===== src/rtl/cnn_pkg.sv =====
// Shared CNN datapath definitions: data width, channel count, pooling phase
// encoding and the signed max / ReLU helpers used by every pooling lane.
package cnn_pkg;

   localparam int DW     = 12;
   localparam int NUM_CH = 3;

   // What an accepted pixel does to a lane, decoded from the column/row parity.
   typedef enum logic [1:0] {
      PH_HOLD  = 2'd0,
      PH_STORE = 2'd1,
      PH_EMIT  = 2'd2
   } phase_t;

   function automatic logic signed [DW-1:0] max_s(input logic signed [DW-1:0] a,
                                                  input logic signed [DW-1:0] b);
      return (a > b) ? a : b;
   endfunction

   function automatic logic signed [DW-1:0] relu(input logic signed [DW-1:0] x);
      return x[DW-1] ? '0 : x;
   endfunction

endpackage


===== src/rtl/pool_lane.sv =====
// One channel of ReLU + 2x2 max-pooling: horizontal pair hold register,
// half-row line buffer of pair maxima, and the pooled output register.
// Build option: RELU_EN applies ReLU to incoming pixels; otherwise pure signed max.
module pool_lane
   import cnn_pkg::*;
#(
   parameter int IN_W = 8,
   parameter int DW   = cnn_pkg::DW,
   parameter int IW   = 1
) (
   input  logic                 clk,
   input  logic                 rst,
   input  logic                 accept,
   input  phase_t               phase,
   input  logic [IW-1:0]        col_idx,
   input  logic signed [DW-1:0] din,
   output logic signed [DW-1:0] pool_out
);

   logic signed [DW-1:0] act;
   logic signed [DW-1:0] hold;
   logic signed [DW-1:0] pair_max;
   logic signed [DW-1:0] lbuf [IN_W/2];

`ifdef RELU_EN
   assign act = relu(din);
`else
   assign act = din;
`endif

   assign pair_max = max_s(hold, act);

   // Even column latches the left pixel; the odd row's odd column closes the window.
   always_ff @(posedge clk or posedge rst) begin
      if (rst) begin
         hold     <= '0;
         pool_out <= '0;
      end else if (accept) begin
         case (phase)
            PH_HOLD: hold     <= act;
            PH_EMIT: pool_out <= max_s(lbuf[col_idx], pair_max);
            default: ;
         endcase
      end
   end

   // Line buffer needs no reset: every entry is rewritten on an even row before it is read.
   always_ff @(posedge clk) begin
      if (accept && phase == PH_STORE)
         lbuf[col_idx] <= pair_max;
   end

endmodule


===== src/rtl/conv2_relu_pool.sv =====
// ReLU + 2x2/stride-2 max-pool over the 3-channel conv2 raster stream.
// Build option: RELU_EN (ReLU in every lane); undefined gives a pure signed max-pool.
module conv2_relu_pool
   import cnn_pkg::*;
#(
   parameter int IN_W = 8,
   parameter int IN_H = 8,
   parameter int DW   = cnn_pkg::DW
) (
   input  logic                 clk,
   input  logic                 rst,
   input  logic                 valid_in,
   input  logic signed [DW-1:0] conv_out_1,
   input  logic signed [DW-1:0] conv_out_2,
   input  logic signed [DW-1:0] conv_out_3,
   output logic signed [DW-1:0] pool_out_1,
   output logic signed [DW-1:0] pool_out_2,
   output logic signed [DW-1:0] pool_out_3,
   output logic                 valid_out
);

   localparam int CW = (IN_W > 1) ? $clog2(IN_W) : 1;
   localparam int RW = (IN_H > 1) ? $clog2(IN_H) : 1;
   localparam int IW = (IN_W > 2) ? $clog2(IN_W / 2) : 1;

   logic [CW-1:0]        col_cnt;
   logic [RW-1:0]        row_cnt;
   phase_t               phase;
   logic [IW-1:0]        col_idx;
   logic signed [DW-1:0] lane_in  [NUM_CH];
   logic signed [DW-1:0] lane_out [NUM_CH];

   always_comb begin
      phase   = PH_HOLD;
      if (col_cnt[0])
         phase = row_cnt[0] ? PH_EMIT : PH_STORE;
      col_idx = IW'(col_cnt >> 1);
   end

   // Raster position of the next pixel; wraps straight into the next frame.
   always_ff @(posedge clk or posedge rst) begin
      if (rst) begin
         col_cnt   <= '0;
         row_cnt   <= '0;
         valid_out <= 1'b0;
      end else begin
         valid_out <= valid_in && (phase == PH_EMIT);
         if (valid_in) begin
            if (col_cnt == CW'(IN_W - 1)) begin
               col_cnt <= '0;
               row_cnt <= (row_cnt == RW'(IN_H - 1)) ? '0 : row_cnt + 1'b1;
            end else begin
               col_cnt <= col_cnt + 1'b1;
            end
         end
      end
   end

   assign lane_in[0] = conv_out_1;
   assign lane_in[1] = conv_out_2;
   assign lane_in[2] = conv_out_3;

   for (genvar k = 0; k < NUM_CH; k++) begin : g_lane
      pool_lane #(
         .IN_W (IN_W),
         .DW   (DW),
         .IW   (IW)
      ) u_lane (
         .clk      (clk),
         .rst      (rst),
         .accept   (valid_in),
         .phase    (phase),
         .col_idx  (col_idx),
         .din      (lane_in[k]),
         .pool_out (lane_out[k])
      );
   end

   assign pool_out_1 = lane_out[0];
   assign pool_out_2 = lane_out[1];
   assign pool_out_3 = lane_out[2];

endmodule


===== config.mk =====
export PLATFORM = sky130hd
export DESIGN_NAME = conv2_relu_pool
export DESIGN_NICKNAME = d
export VERILOG_FILES = /design/src/rtl/cnn_pkg.sv /design/src/rtl/pool_lane.sv /design/src/rtl/conv2_relu_pool.sv
export SDC_FILE = /design/constraint.sdc
export NUM_CORES = 1
export LEC_CHECK = 0
export BUFFER_PORTS_ARGS = -buffer_cell sky130_fd_sc_hd__buf_4
export CORE_AREA = 2 2 222 136
export DETAILED_ROUTE_END_ITERATION = 10
export DIE_AREA = 0 0 224 138
export PLACE_DENSITY = 0.54
export SLEW_MARGIN = 20
export SYNTH_ARGS = -nofsm -noshare
export SYNTH_HDL_FRONTEND = slang
export SYNTH_SLANG_ARGS = --single-unit

===== constraint.sdc =====
create_clock -name clk -period 8.2 [get_ports clk]
set_input_delay 0.41 -clock clk [delete_from_list [all_inputs] [get_ports clk]]
set_output_delay 0.41 -clock clk [all_outputs]
set_load 0.01 [all_outputs]

Word level (Yosys, flattened, before mapping)
Memory sizes are Yosys's and may differ from the RTL's.
Index checks and enable logic that the tools add are counted.
{ "word_totals": {"reg_bits": 79, "ramBits": 144, "input_bits": 39, "output_inout_bits": 37, "memories": 3} }
{ "memory_table": {"columns": ["memory", "words", "width", "rd", "rd_clocked_by_memory_dff", "wr", "line", "source"], "rows": [
  ["g_lane[0].u_lane.lbuf", 4, 12, 1, 0, 1, "pool_lane.sv:23", "logic signed [DW-1:0] lbuf [IN_W/2];"],
  ["g_lane[1].u_lane.lbuf", 4, 12, 1, 0, 1, "pool_lane.sv:23", null],
  ["g_lane[2].u_lane.lbuf", 4, 12, 1, 0, 1, "pool_lane.sv:23", null]
]} }
{ "op_classes": {"addsub": 2, "n_lt_le_gt_ge": 6, "eq_ne": 4, "mux": 12, "n_reduce_logical": 6} }
{ "op_table": {"columns": ["operator", "n"], "rows": [
  ["12-bit > comparator", 6],
  ["12-bit 2-to-1 mux", 6],
  ["3-bit by 1-bit adder with 3-bit output, second input constant", 2],
  ["3-bit equality test, second input constant", 2],
  ["3-bit 2-to-1 mux", 2],
  ["2-bit AND reduction", 3],
  ["2-bit 2-to-1 mux", 2],
  ["2-bit by 1-bit equality test with 1-bit output, second input constant", 1],
  ["2-bit equality test, second input constant", 1],
  ["1-bit logical AND", 2],
  ["2-bit logical NOT", 1],
  ["1-bit 2-to-1 mux", 2]
]} }

Logic depth before layout (Yosys ltp)
{ "depth": {"word_depth": 6, "depth_mapped": 20} }

By module
From an unflattened synthesis, not the netlist that was laid out.
{ "unflattened": {"cells_unflattened": 1001, "area_unflattened_um2": 12426.9} }
{ "by_module_without_submodules": {"columns": ["mod", "n_inst", "cells_per_inst", "area_per_inst_um2"], "rows": [
  ["pool_lane (g_lane[2].u_lane)", 1, 322, 4040.1],
  ["pool_lane (g_lane[0].u_lane)", 1, 326, 4026.4],
  ["pool_lane (g_lane[1].u_lane)", 1, 326, 4021.4],
  ["conv2_relu_pool", 1, 27, 339.1]
]} }

Least setup slack after synthesis
No wires, ideal clock.
{ "synth_timing": {"path_kind": "reg-to-reg", "start": "reg col_cnt[1]", "end": "mem g_lane[0].u_lane.lbuf[2][0] (enable)", "arrival_ns": 4.618, "required_time_ns": 7.667, "slack_ns": 3.050, "stages_incl_launch_ff": 4, "path_buffers": 2, "period_less_slack_ns": 5.150, "cell_sequence": "dfrtp_1 clkbuf_1 buf_1 nor4b_1"} }
{ "synth_rtl": {"columns": ["item", "line", "source"], "rows": [
  ["start: declaration", "conv2_relu_pool.sv:26", "logic [CW-1:0] col_cnt;"],
  ["start signal: assignment", "conv2_relu_pool.sv:53", "col_cnt <= col_cnt + 1'b1;"],
  ["end: declaration", "pool_lane.sv:23", null]
]} }
Straight into the memory's write port.

Worst setup path after layout
{ "layout_timing": {"start": "reg g_lane[0].u_lane.hold[11]", "end": "reg g_lane[0].u_lane.pool_out[1]"} }
{ "layout_via": {"elab_chain_len": 4} }
{ "layout_rtl": {"columns": ["item", "line", "source"], "rows": [
  ["start: declaration", "pool_lane.sv:21", "logic signed [DW-1:0] hold;"],
  ["start signal: assignment", "pool_lane.sv:40", "PH_HOLD: hold <= act;"],
  ["12-bit > comparator", "cnn_pkg.sv:17", "return (a > b) ? a : b;"],
  ["12-bit 2-to-1 mux *", "cnn_pkg.sv:17", null],
  ["12-bit > comparator", "cnn_pkg.sv:17", null],
  ["12-bit 2-to-1 mux *", "cnn_pkg.sv:17", null],
  ["end signal: assignment", "pool_lane.sv:41", "PH_EMIT: pool_out <= max_s(lbuf[col_idx], pair_max);"],
  ["end: declaration", "pool_lane.sv:17", "output logic signed [DW-1:0] pool_out"]
]} }
Mark *: on every way between the ends. The rest lies on a longest branch, timed or not.
A chain may end at the register's enable or synchronous reset.

==> metrics <==
CTS Root Cell=clkbuf_16; Worst-path clk slew=70 ps; type of the worst setup path=reg -> reg; Critical Path AT=between 5000 and 6000 ps; setup TNS=0 ps; Tightest Hold Check Type=in -> async; FF+latch area=around 0.0063 mm2; compound-cell area share of the yosys netlist=0.125; crit-path max FO=19; CP required=roughly 8600 ps; Ports=76; Max-Cap Viols=0; Vias/cell=5.42; CTS buffer count=23; Simple-Gate Fraction of Synth Area=0.0551; register bit count reported by yosys=223; fin crit period=5110 ps; Final Instance Area=0.0131 mm2; mux contribution to synthesized area=0.140; CTS Buffer Depth=3; Initial Util=0.390; Overflow after GRT=0; die height=138 um; CORE AREA=a little under 0.03 mm2; crit start category=flop; DR pass1 iterations=5; Primary FF master, synth=edfxtp_1; largest family of logic cells by synthesized area=multiplexers; Post-DRT Antenna Nets=0; Clk Latency, worst-skew pair=510 ps; peak supply drop=0.139 mV; initial antenna violation count=0; Tot GR Track Use=0.173; number of global-route vias before repair=about 7000; CTS H-tree lvls=1; number of flops mapped to enable cells by yosys=between 100 and 150; Die ar.=0.0309 mm2; Critical path buffers and inverters=1; area of the multi-input gates=0.00464 mm2; fraction of registers with async set/reset=0.354; syn_area_per_cell=13.5 um2; Post-DP Area=0.0124 mm2; Yosys cell types=62; Mapped Nets=958; slowest CP cell=a21boi_1; share of cells above drive strength 1=0.267; area delta synth->final=15.2%; Fin. Hold Viols=0; Port Buf Inserts=75; gpl congestion=0.813; initial DRC count=522; register area share after synthesis=0.552; Num Clock Sinks=about 220; DR DRC count=0; Post-Route WL=26.4 mm; # hold bufs at CTS=0; mean routed wirelength per cell=around 20 um; power per cell area=between 300 and 400 mW/mm2; fin. max-slew vios=0; Ys Warns=0; hpwl dp=18.1 mm; number of fill cells in the layout=2618; f_max=0.196 GHz; layout net count=1029; utilization after layout=0.449; Worst path top cell family by delay=compound AO/OA/AOI/OAI gates; first-pass GRT wire length=42.3 mm; TritonCTS clock tree=built; crit path cell chain=ha_1, nand4_1, nor2_1, a21boi_1, nor3_1, a21boi_1, o221a_2, ha_1, nand4_1, or2_1, a21oi_1, nor3_1, o31ai_1, buf_4, o21ai_1; post-route setup slack=between 3000 and 4000 ps; Syn Inst Count=843; Synth Area in Adders=0.0834; setup violators final=0; chip width=about 220 um; Largest stage delay, worst path=780 ps; slew at the pin closest to its max-slew limit=1060 ps; via count=approximately 7100; crit share post-route=0.624; post-synthesis xor/xnor area fraction=0; Rows=a little under 50; mapped cell area=~0.011 mm2; pre-CTS setup slack=3050 ps; PostCTS Resize Cnt=0; Slew HR=0.295; Fin Clk Skew=9.84 ps; LEAKAGE=about 5.3 nW; largest net degree at the start of global routing=43; RSZ-0062 raised after global routing=false; n_diodes=0; CP endpoint kind=flop; setup bufs post-CTS=0; status=completed
-- path summary, 6_finish.rpt --
| path | cells past startpoint | slack [ps] | from | end |
|---|---|---|---|---|
| hold reg to reg | 1 | 510 | row_cnt[1] | row_cnt[1] |
| max in group asynchronous | 3 | 7090 | rst | col_cnt[1] |
| hold / removal | 2 | 5 | rst | g_lane[0].u_lane.hold[3] |
| min in group clk | 3 | 140 | conv_out_2[0] | g_lane[1].u_lane.hold[0] |
| setup / recovery | 15 | 3090 | g_lane[0].u_lane.hold[11] | g_lane[0].u_lane.pool_out[1] |
| setup reg to reg | 15 | 3090 | g_lane[0].u_lane.hold[11] | g_lane[0].u_lane.pool_out[1] |
-- flip-flops by register name (all words and copies together) (netlist names) --
signal	flops
col_cnt	3
g_lane.u_lane.hold	36
g_lane.u_lane.lbuf	144
g_lane.u_lane.pool_out	36
row_cnt	3
valid_out	1
-- kinds of logic after synthesis --
group                      count (synthesis)
buffers and inverters                    123
adders and majority gates                 76
DFF                                      223
AOI/OAI and AO/OA                        197
muxes                                    107
and+or+nand+nor                          117
-- cells in the final DEF (no fill, tap or decap), types with 6 or more instances in the layout --
cell type,Yosys,layout
buf_4,2,87
a221oi_1,10,10
inv_1,81,80
clkbuf_1,21,6
a22oi_1,37,37
a21oi_1,23,23
mux2_2,51,51
a21oi_2,7,7
dfrtp_1,79,77
mux4_2,36,36
edfxtp_1,144,144
nor2b_1,7,6
o21ai_0,19,18
a211o_1,11,11
o21ai_1,34,35
nor2_1,29,28
mux2i_1,14,14
a21o_1,6,6
mux2_1,6,6
ha_1,76,76
nor3_1,7,7
o221a_2,11,11
a22o_1,9,9
nand4_1,13,13
clkbuf_16,0,23
nand3_1,9,8
nand2_1,25,25
-- synth_stat cells (all sizes together), types with 2 or more instances --
library cell	n	area share
a2111oi	2	0.0015
a211o	11	0.0084
a211oi	5	0.0037
a21boi	2	0.0013
a21o	6	0.0039
a21oi	30	0.015
a221oi	10	0.0077
a22o	9	0.0069
a22oi	37	0.024
and2	4	0.0024
and3	6	0.0033
and4	2	0.0018
buf	20	0.011
clkbuf	21	0.0069
dfrtp	79	0.17
edfxtp	144	0.38
ha	76	0.083
inv	81	0.027
mux2	57	0.056
mux2i	14	0.012
mux4	36	0.071
nand2	25	0.0082
nand2b	3	0.0016
nand3	10	0.0048
nand4	15	0.010
nand4b	2	0.0015
nor2	31	0.011
nor2b	7	0.0038
nor3	7	0.0031
nor4	2	0.0011
o211ai	3	0.0020
o21a	3	0.0020
o21ai	53	0.023
o21bai	3	0.0020
o221a	11	0.011
o221ai	2	0.0026
o2bb2ai	3	0.0029
o31ai	2	0.0013
-- power by group --
part | leakage [nW] | switching (mW) | internal, mW
combinational | 2.69 | 1.32 | 1.02
sequential | 2.27 | 0.195 | 1.63
clock | 0.361 | 0.439 | 0.630
-- final cells by class --
type                       count  area share
clock buffer                  31      0.0476
clock inverter                10      0.0100
sequential                   223       0.480
tap                          382      0.0364
inverter                      82      0.0235
multi-input combinational    497       0.353
timing repair buffer          87      0.0497
-- layer usage --
metal	vias up	track usage	wire, um
li1	3399	-	-
met1	3568	0.285	14400
met2	120	0.239	10500
met3	28	0.0304	1030
met4	0	0.0277	358
met5	-	0	0
-- per-stage QoR --
stage | power (mW) | hold slack, ps | instances
finish | 5.23 | 5.02 | 1312
global route | 5.63 | 68.8 | 1312
CTS | 5.28 | 21.6 | 1312
detailed placement | 4.19 | 499 | 1271
global placement | 4.16 | 492 | 1271
floorplan | 3.48 | 483 | 843
Note: power is estimated with default switching activity, not from simulation.
